[config.mk]
export PLATFORM = sky130hd
export DESIGN_NAME = axis_frame_normalizer
export DESIGN_NICKNAME = d
export VERILOG_FILES = /design/src/rtl/axis_frame_normalizer.sv
export SDC_FILE = /design/constraint.sdc
export NUM_CORES = 1
export LEC_CHECK = 0
export ABC_AREA = 1
export CAP_MARGIN = 40
export CORE_UTILIZATION = 49
export DETAILED_ROUTE_END_ITERATION = 6
export GPL_ROUTABILITY_DRIVEN = 0
export PLACE_DENSITY = 0.84
export RECOVER_POWER = 25
export SETUP_SLACK_MARGIN = 0.5
export SYNTH_ARGS = -nofsm -noshare
export SYNTH_HDL_FRONTEND = slang
export SYNTH_SLANG_ARGS = --single-unit
[constraint.sdc]
create_clock -name s_axis_aclk -period 27.6 [get_ports s_axis_aclk]
set_input_delay 4.14 -clock s_axis_aclk [delete_from_list [all_inputs] [get_ports s_axis_aclk]]
set_output_delay 4.14 -clock s_axis_aclk [all_outputs]
set_load 0.005 [all_outputs]
[src/rtl/axis_frame_normalizer.sv]
// AXI-Stream frame-length normalizer: pads short frames, truncates long ones,
// optional skid-buffered output and per-frame pad/drop statistics.
module axis_frame_normalizer #(
  parameter int               DATA_W    = 64,
  parameter int               CNT_W     = 32,
  parameter logic [DATA_W-1:0] PAD_VALUE = {DATA_W{1'b0}},
  parameter bit               TRUNC_EN  = 1'b1,
  parameter bit               OUT_REG   = 1'b1
) (
  input  logic              s_axis_aclk,
  input  logic              s_axis_areset,
  input  logic [CNT_W-1:0]  frame_len,
  output logic              s_axis_tready,
  input  logic [DATA_W-1:0] s_axis_tdata,
  input  logic              s_axis_tlast,
  input  logic              s_axis_tvalid,
  input  logic              m_axis_tready,
  output logic [DATA_W-1:0] m_axis_tdata,
  output logic              m_axis_tlast,
  output logic              m_axis_tvalid,
  output logic              m_axis_hsked,
  output logic              frame_done,
  output logic [CNT_W-1:0]  pad_beats,
  output logic [CNT_W-1:0]  drop_beats
);

  typedef enum logic [1:0] {
    PASS,
    PAD,
    DROP
  } state_t;

  localparam logic [CNT_W-1:0] ONE = {{(CNT_W-1){1'b0}}, 1'b1};
  localparam logic [CNT_W-1:0] MAX = {CNT_W{1'b1}};

  state_t            state;
  logic              run;
  logic [CNT_W-1:0]  beat_cnt;
  logic [CNT_W-1:0]  len_q;
  logic [CNT_W-1:0]  len_in;
  logic [CNT_W-1:0]  len_eff;
  logic [CNT_W-1:0]  pad_cnt;
  logic [CNT_W-1:0]  drop_cnt;
  logic              at_len;
  logic              ge_len;
  logic              core_valid;
  logic              core_ready;
  logic              core_tlast;
  logic              core_hs;
  logic              s_hs;
  logic [DATA_W-1:0] core_data;

  assign len_in  = (frame_len == '0) ? ONE : frame_len;
  assign len_eff = (beat_cnt == ONE) ? len_in : len_q;
  assign at_len  = (beat_cnt == len_eff);
  assign ge_len  = (beat_cnt >= len_eff);

  // run keeps every valid/ready low while reset is held
  always_comb begin
    core_valid    = 1'b0;
    core_data     = s_axis_tdata;
    core_tlast    = 1'b0;
    s_axis_tready = 1'b0;
    unique case (state)
      PASS: begin
        core_valid    = run && s_axis_tvalid;
        s_axis_tready = core_ready;
        core_tlast    = (s_axis_tlast && ge_len) ||
                        (TRUNC_EN && at_len);
      end
      PAD: begin
        core_valid = run;
        core_data  = PAD_VALUE;
        core_tlast = (beat_cnt == len_q);
      end
      DROP: begin
        s_axis_tready = run;
      end
      default: ;
    endcase
  end

  assign core_hs = core_valid && core_ready;
  assign s_hs    = s_axis_tvalid && s_axis_tready;

  always_ff @(posedge s_axis_aclk or posedge s_axis_areset) begin
    if (s_axis_areset) begin
      state      <= PASS;
      run        <= 1'b0;
      beat_cnt   <= ONE;
      len_q      <= ONE;
      pad_cnt    <= '0;
      drop_cnt   <= '0;
      pad_beats  <= '0;
      drop_beats <= '0;
    end else begin
      run <= 1'b1;
      if (core_hs) begin
        if (beat_cnt == ONE) len_q <= len_eff;
        if (core_tlast) beat_cnt <= ONE;
        else if (beat_cnt != MAX) beat_cnt <= beat_cnt + ONE;
      end
      unique case (state)
        PASS: begin
          if (core_hs) begin
            if (s_axis_tlast && !ge_len) begin
              state   <= PAD;
              pad_cnt <= '0;
            end else if (core_tlast) begin
              pad_beats <= '0;
              // tlast without s_tlast only happens on a truncation
              if (!s_axis_tlast) begin
                state    <= DROP;
                drop_cnt <= '0;
              end else begin
                drop_beats <= '0;
              end
            end
          end
        end
        PAD: begin
          if (core_hs) begin
            pad_cnt <= pad_cnt + ONE;
            if (core_tlast) begin
              state      <= PASS;
              pad_beats  <= pad_cnt + ONE;
              drop_beats <= '0;
            end
          end
        end
        DROP: begin
          if (s_hs) begin
            drop_cnt <= drop_cnt + ONE;
            if (s_axis_tlast) begin
              state      <= PASS;
              drop_beats <= drop_cnt + ONE;
            end
          end
        end
        default: state <= PASS;
      endcase
    end
  end

  generate
    if (OUT_REG) begin : g_skid
      logic              out_valid;
      logic              out_last;
      logic [DATA_W-1:0] out_data;
      logic              skid_valid;
      logic              skid_last;
      logic [DATA_W-1:0] skid_data;

      assign core_ready = run && !skid_valid;

      always_ff @(posedge s_axis_aclk or posedge s_axis_areset) begin
        if (s_axis_areset) begin
          out_valid  <= 1'b0;
          out_last   <= 1'b0;
          out_data   <= '0;
          skid_valid <= 1'b0;
          skid_last  <= 1'b0;
          skid_data  <= '0;
        end else if (!out_valid || m_axis_tready) begin
          if (skid_valid) begin
            out_valid  <= 1'b1;
            out_data   <= skid_data;
            out_last   <= skid_last;
            skid_valid <= 1'b0;
          end else begin
            out_valid <= core_hs;
            if (core_hs) begin
              out_data <= core_data;
              out_last <= core_tlast;
            end
          end
        end else if (core_hs) begin
          skid_valid <= 1'b1;
          skid_data  <= core_data;
          skid_last  <= core_tlast;
        end
      end

      assign m_axis_tvalid = out_valid;
      assign m_axis_tdata  = out_data;
      assign m_axis_tlast  = out_valid && out_last;
    end else begin : g_comb
      assign core_ready    = run && m_axis_tready;
      assign m_axis_tvalid = core_valid;
      assign m_axis_tdata  = run ? core_data : '0;
      assign m_axis_tlast  = run && core_tlast;
    end
  endgenerate

  assign m_axis_hsked = m_axis_tvalid && m_axis_tready;

  always_ff @(posedge s_axis_aclk or posedge s_axis_areset) begin
    if (s_axis_areset) frame_done <= 1'b0;
    else frame_done <= m_axis_hsked && m_axis_tlast;
  end

endmodule

======== Word-level counts from Yosys, hierarchy flattened ========
Index checks and enable logic that the tools add are counted.
storage, ports and cells
  register bits after elaboration ......... 328
  bits in latches ......................... 0
  bits in writable memories ............... 0
  bits in read-only memories .............. 0
  bits of input ports ..................... 101
  memories kept ........................... 0
cells by class
  add/sub/neg operators ................... 3
  multiply operators ...................... 0
  divide/modulo/power cells ............... 0
  $lt $le $gt $ge ......................... 1
  equality and inequality tests ........... 18
  shift operators ......................... 0
  muxes and demuxes ....................... 48
  bitwise gates (word level) .............. 1
  reductions and logical operators ........ 31
operator list
  cell                     count
  $mux W32                 24
  $mux W64                 3
  $pmux W32 S2             3
  $add A32 B1 Y32 const B  3
  $pmux W32 S3             1
  $eq A32 B32 Y1           2
  $eq A32 B1 Y1 const B    1
  $ge A32 B32 Y1           1
  $logic_not A32 Y1        1
  $ne A32 B32 Y1 const B   1
  $ne A2 B2 Y1 const B     10
  $mux W2                  8
  $reduce_and A6 Y1        2
  $reduce_bool A2 Y1       5
  $logic_and A1 B1 Y1      9
  $reduce_and A9 Y1        1
  $reduce_and A2 Y1        4
  $reduce_and A7 Y1        1
  $ne A3 B3 Y1 const B     2
  $pmux W1 S2              3
  $pmux W2 S3              1
  $mux W1                  5
  $reduce_and A4 Y1        1
  $logic_not A1 Y1         3
  6 further kinds          7

======== Logic depth before layout (Yosys ltp) ========
  word-level depth ........................ 11
  gate-level depth with buffers ........... 31
  gate-level depth less buffers ........... 30

======== Worst setup path before layout ========
OpenSTA, ideal clock, no wires.
  path kind ............................... input-to-output
  start point ............................. input port m_axis_tready
  end point ............................... output port m_axis_hsked
  data arrival time ....................... 4248 ps
  data required time ...................... 23460 ps
  path slack .............................. 19212 ps
  stages .................................. 2
  buffers on the path ..................... 0
  path through ............................ nand2_1 > inv_1
between the ends
  word-level cells in the longest chain between the ends .. 1
ends and longest elaborated chain
  element              line  text
  from (decl)          17    input logic m_axis_tready,
  $logic_and A1 B1 Y1  195   assign m_axis_hsked = m_axis_tvalid && m_axis_tready;
  to (decl)            21    output logic m_axis_hsked,
Every way passes these cells.

==> flow_metrics.env <==
export IMPL_yosys_warnings=0
export IMPL_leakage_nw=9.947
export IMPL_syn_avg_cell_area_um2=7.674
export IMPL_cts_hold_repair_buffers=0
export IMPL_synthArstFlopShare_pct=100.0
export IMPL_drv_cap=4
export IMPL_hpwl_mm=34.90
export IMPL_synthCells=2344
export IMPL_fin_cells=3020
export IMPL_layout_drive_gt1_share_pct=6.724
export IMPL_grt_pass1_wl_mm=83.75
export IMPL_antenna_left=0
export IMPL_grt_max_degree=98
export IMPL_grt_pass1_vias=17020
export IMPL_period_share_pct=38.77
export IMPL_worst_skew_pair_late_latency_ns=0.54
export IMPL_wire_per_inst_um=16.74
export IMPL_setup_viol=0
export IMPL_fin_nets=2665
export IMPL_cts_tree="built"
export IMPL_synth_seq_area_share_pct=45.65
export IMPL_end_kind="async pin"
export IMPL_fin_crit_ns=10.70
export IMPL_syn_area_mm2=0.01799
export IMPL_design_core_area_mm2=0.03583
export IMPL_cts_clk_slew_worst_paths_ns=0.05
export IMPL_track_usage_pct=26.91
export IMPL_synth_edf_count=0
export IMPL_final_common_cell="nand2_1"
export IMPL_ys_types=40
export IMPL_cts_made_buffers=38
export IMPL_drc_errors=0
export IMPL_drv_slew=211
export IMPL_whs_ns=0.4681
export IMPL_fmax_ghz=0.09346
export IMPL_ctsResizeCount=0
export IMPL_cp_required_ns=27.44
export IMPL_dieArea_mm2=0.03748
export IMPL_rows=69
export IMPL_area_growth_pct=22.30
export IMPL_failed_checks="max-capacitance violations, max-slew violations"
export IMPL_antenna_found_initial=1
export IMPL_hold_viol=0
export IMPL_port_buffers=233
export IMPL_pin_count=234
export IMPL_cts_setup_buffers=0
export IMPL_pwr_density_cell_mw_per_mm2=85.47
export IMPL_critPathMaxFanout=97
export IMPL_status="finished, violations left"
export IMPL_vias_per_cell=5.666
export IMPL_clockRootBuffer="clkbuf_16"
export IMPL_fin_util_pct=61.40
export IMPL_worst_slew_pin_slew_ns=4.203
export IMPL_worstPathArrival_ns=10.54
export IMPL_setup_tns_final_ns=0
export IMPL_maxSlewHeadroom_pct=-181.7
export IMPL_firstDrtPassIters=6
export IMPL_drt_iter0_markers=1236
export IMPL_rsz0062_at_grt="no"
export IMPL_fillers=3031
export IMPL_power_mw=1.880
export IMPL_hold_class="flip-flop to flip-flop"
export IMPL_vias=17110
export IMPL_dpl_cell_count=2949
export IMPL_crit_type="primary input to async pin"
export IMPL_final_cell_mix="nand2_1 (671), dfrtp_1 (325), nor2_1 (304), clkdlybuf4s50_1 (231), inv_1 (196)"
export IMPL_ys_flop_type="dfrtp_1"
export IMPL_start_util_pct=50.20
export IMPL_cts_max_path_buffers=3
export IMPL_cts_sink_count=328
export IMPL_synth_net_count=2481
export IMPL_synth_seq_cells=328
export IMPL_die_x_um=193.6
export IMPL_die_h_um=193.6
export IMPL_grt_overflow_total=0
export IMPL_start_kind="primary input"
export IMPL_cts_htree_levels=2
export IMPL_totalWireLength_mm=50.55
export IMPL_ir_drop_uv=65.89
export IMPL_skew_ns=0.01319
==> cells by family after synthesis <==
group                    Yosys count  share of synthesized area [%]
adder cells (fa/ha/maj)           36                          2.504
AO/OA/AOI/OAI                    268                          8.507
flip-flops                       328                          45.65
buffers and inverters            322                          7.039
multiplexers                      64                          4.007
other                              1                        0.02085
AND/OR/NAND/NOR                 1266                          29.40
XOR/XNOR                          59                          2.873
==> power breakdown <==
| part | internal, mW | switching [mW] |
|---|---|---|
| sequential | 0.605 | 0.0872 |
| combinational | 0.292 | 0.395 |
| clock | 0.295 | 0.206 |
==> critical path: stages <==
cell	delay [ns]
dlygate4sd3_1	0.55
clkinvlp_2	2.34
clkbuf_1	0.84
clkbuf_1	2.53
==> Yosys cell counts (all sizes together) (36+ instances only) <==
library cell	number	share of area, %
nand4	73	2.6
nand2	673	14
nand3	121	3.4
xor2	46	2.2
ha	36	2.5
inv	201	4.2
dfrtp	326	45
mux2	64	4.0
o21ai	106	2.9
nor3	48	1.4
clkbuf	90	1.9
nor2	312	6.6
a31oi	66	2.3
a21oi	49	1.4
==> per-stage QoR <==
step	instance area (µm²)	setup slack (ns)
after floorplan	17990	14.38
after global placement	20580	17.60
after detailed placement	20820	17.77
after CTS	22060	18.14
after global routing	22000	15.44
final	22000	16.90
==> routing by layer <==
metal / part of all wire [%] / global-route usage [%] / vias up
met4: 3.5 / 10.61 / 0
li1: - / - / 8048
met2: 47 / 44.48 / 730
met3: 8.4 / 6.294 / 135
met5: 0 / 0 / -
met1: 41 / 34.12 / 8198
==> final timing paths <==
path,startpoint,endpoint,slack [ns],cells past startpoint
max in group s_axis_aclk,m_axis_tready,m_axis_hsked,18.07,4
hold / removal,drop_beats[24],drop_beats[24],0.47,2
min in group asynchronous,s_axis_areset,g_skid.skid_data[0],5.32,2
setup / recovery,s_axis_areset,drop_cnt[13],16.90,4
hold reg to reg,drop_beats[24],drop_beats[24],0.47,2
setup reg to reg,beat_cnt[0],beat_cnt[21],21.54,25
==> flip-flops by register name, summed over array words and instances, names as in the netlist <==
name,flops
pad_cnt,32
frame_done,1
drop_cnt,32
drop_beats,32
m_axis_tdata,64
m_axis_tvalid,1
beat_cnt,32
pad_beats,32
g_skid.out_last,1
len_q,32
g_skid.skid_valid,1
state,2
run,1
g_skid.skid_last,1
g_skid.skid_data,64
==> final cells by class <==
type / instances / area, µm² / area share (%)
Multi-Input combinational cell: 1694 / 8548 / 38.86
Sequential cell: 328 / 8212 / 37.33
Timing Repair Buffer: 262 / 2658 / 12.08
Clock buffer: 53 / 1047 / 4.761
Inverter: 204 / 767.0 / 3.487
Tap cell: 461 / 576.8 / 2.622
Clock inverter: 17 / 187.7 / 0.8531
Antenna cell: 1 / 2.502 / 0.01138
(Power assumes the default switching activity.)
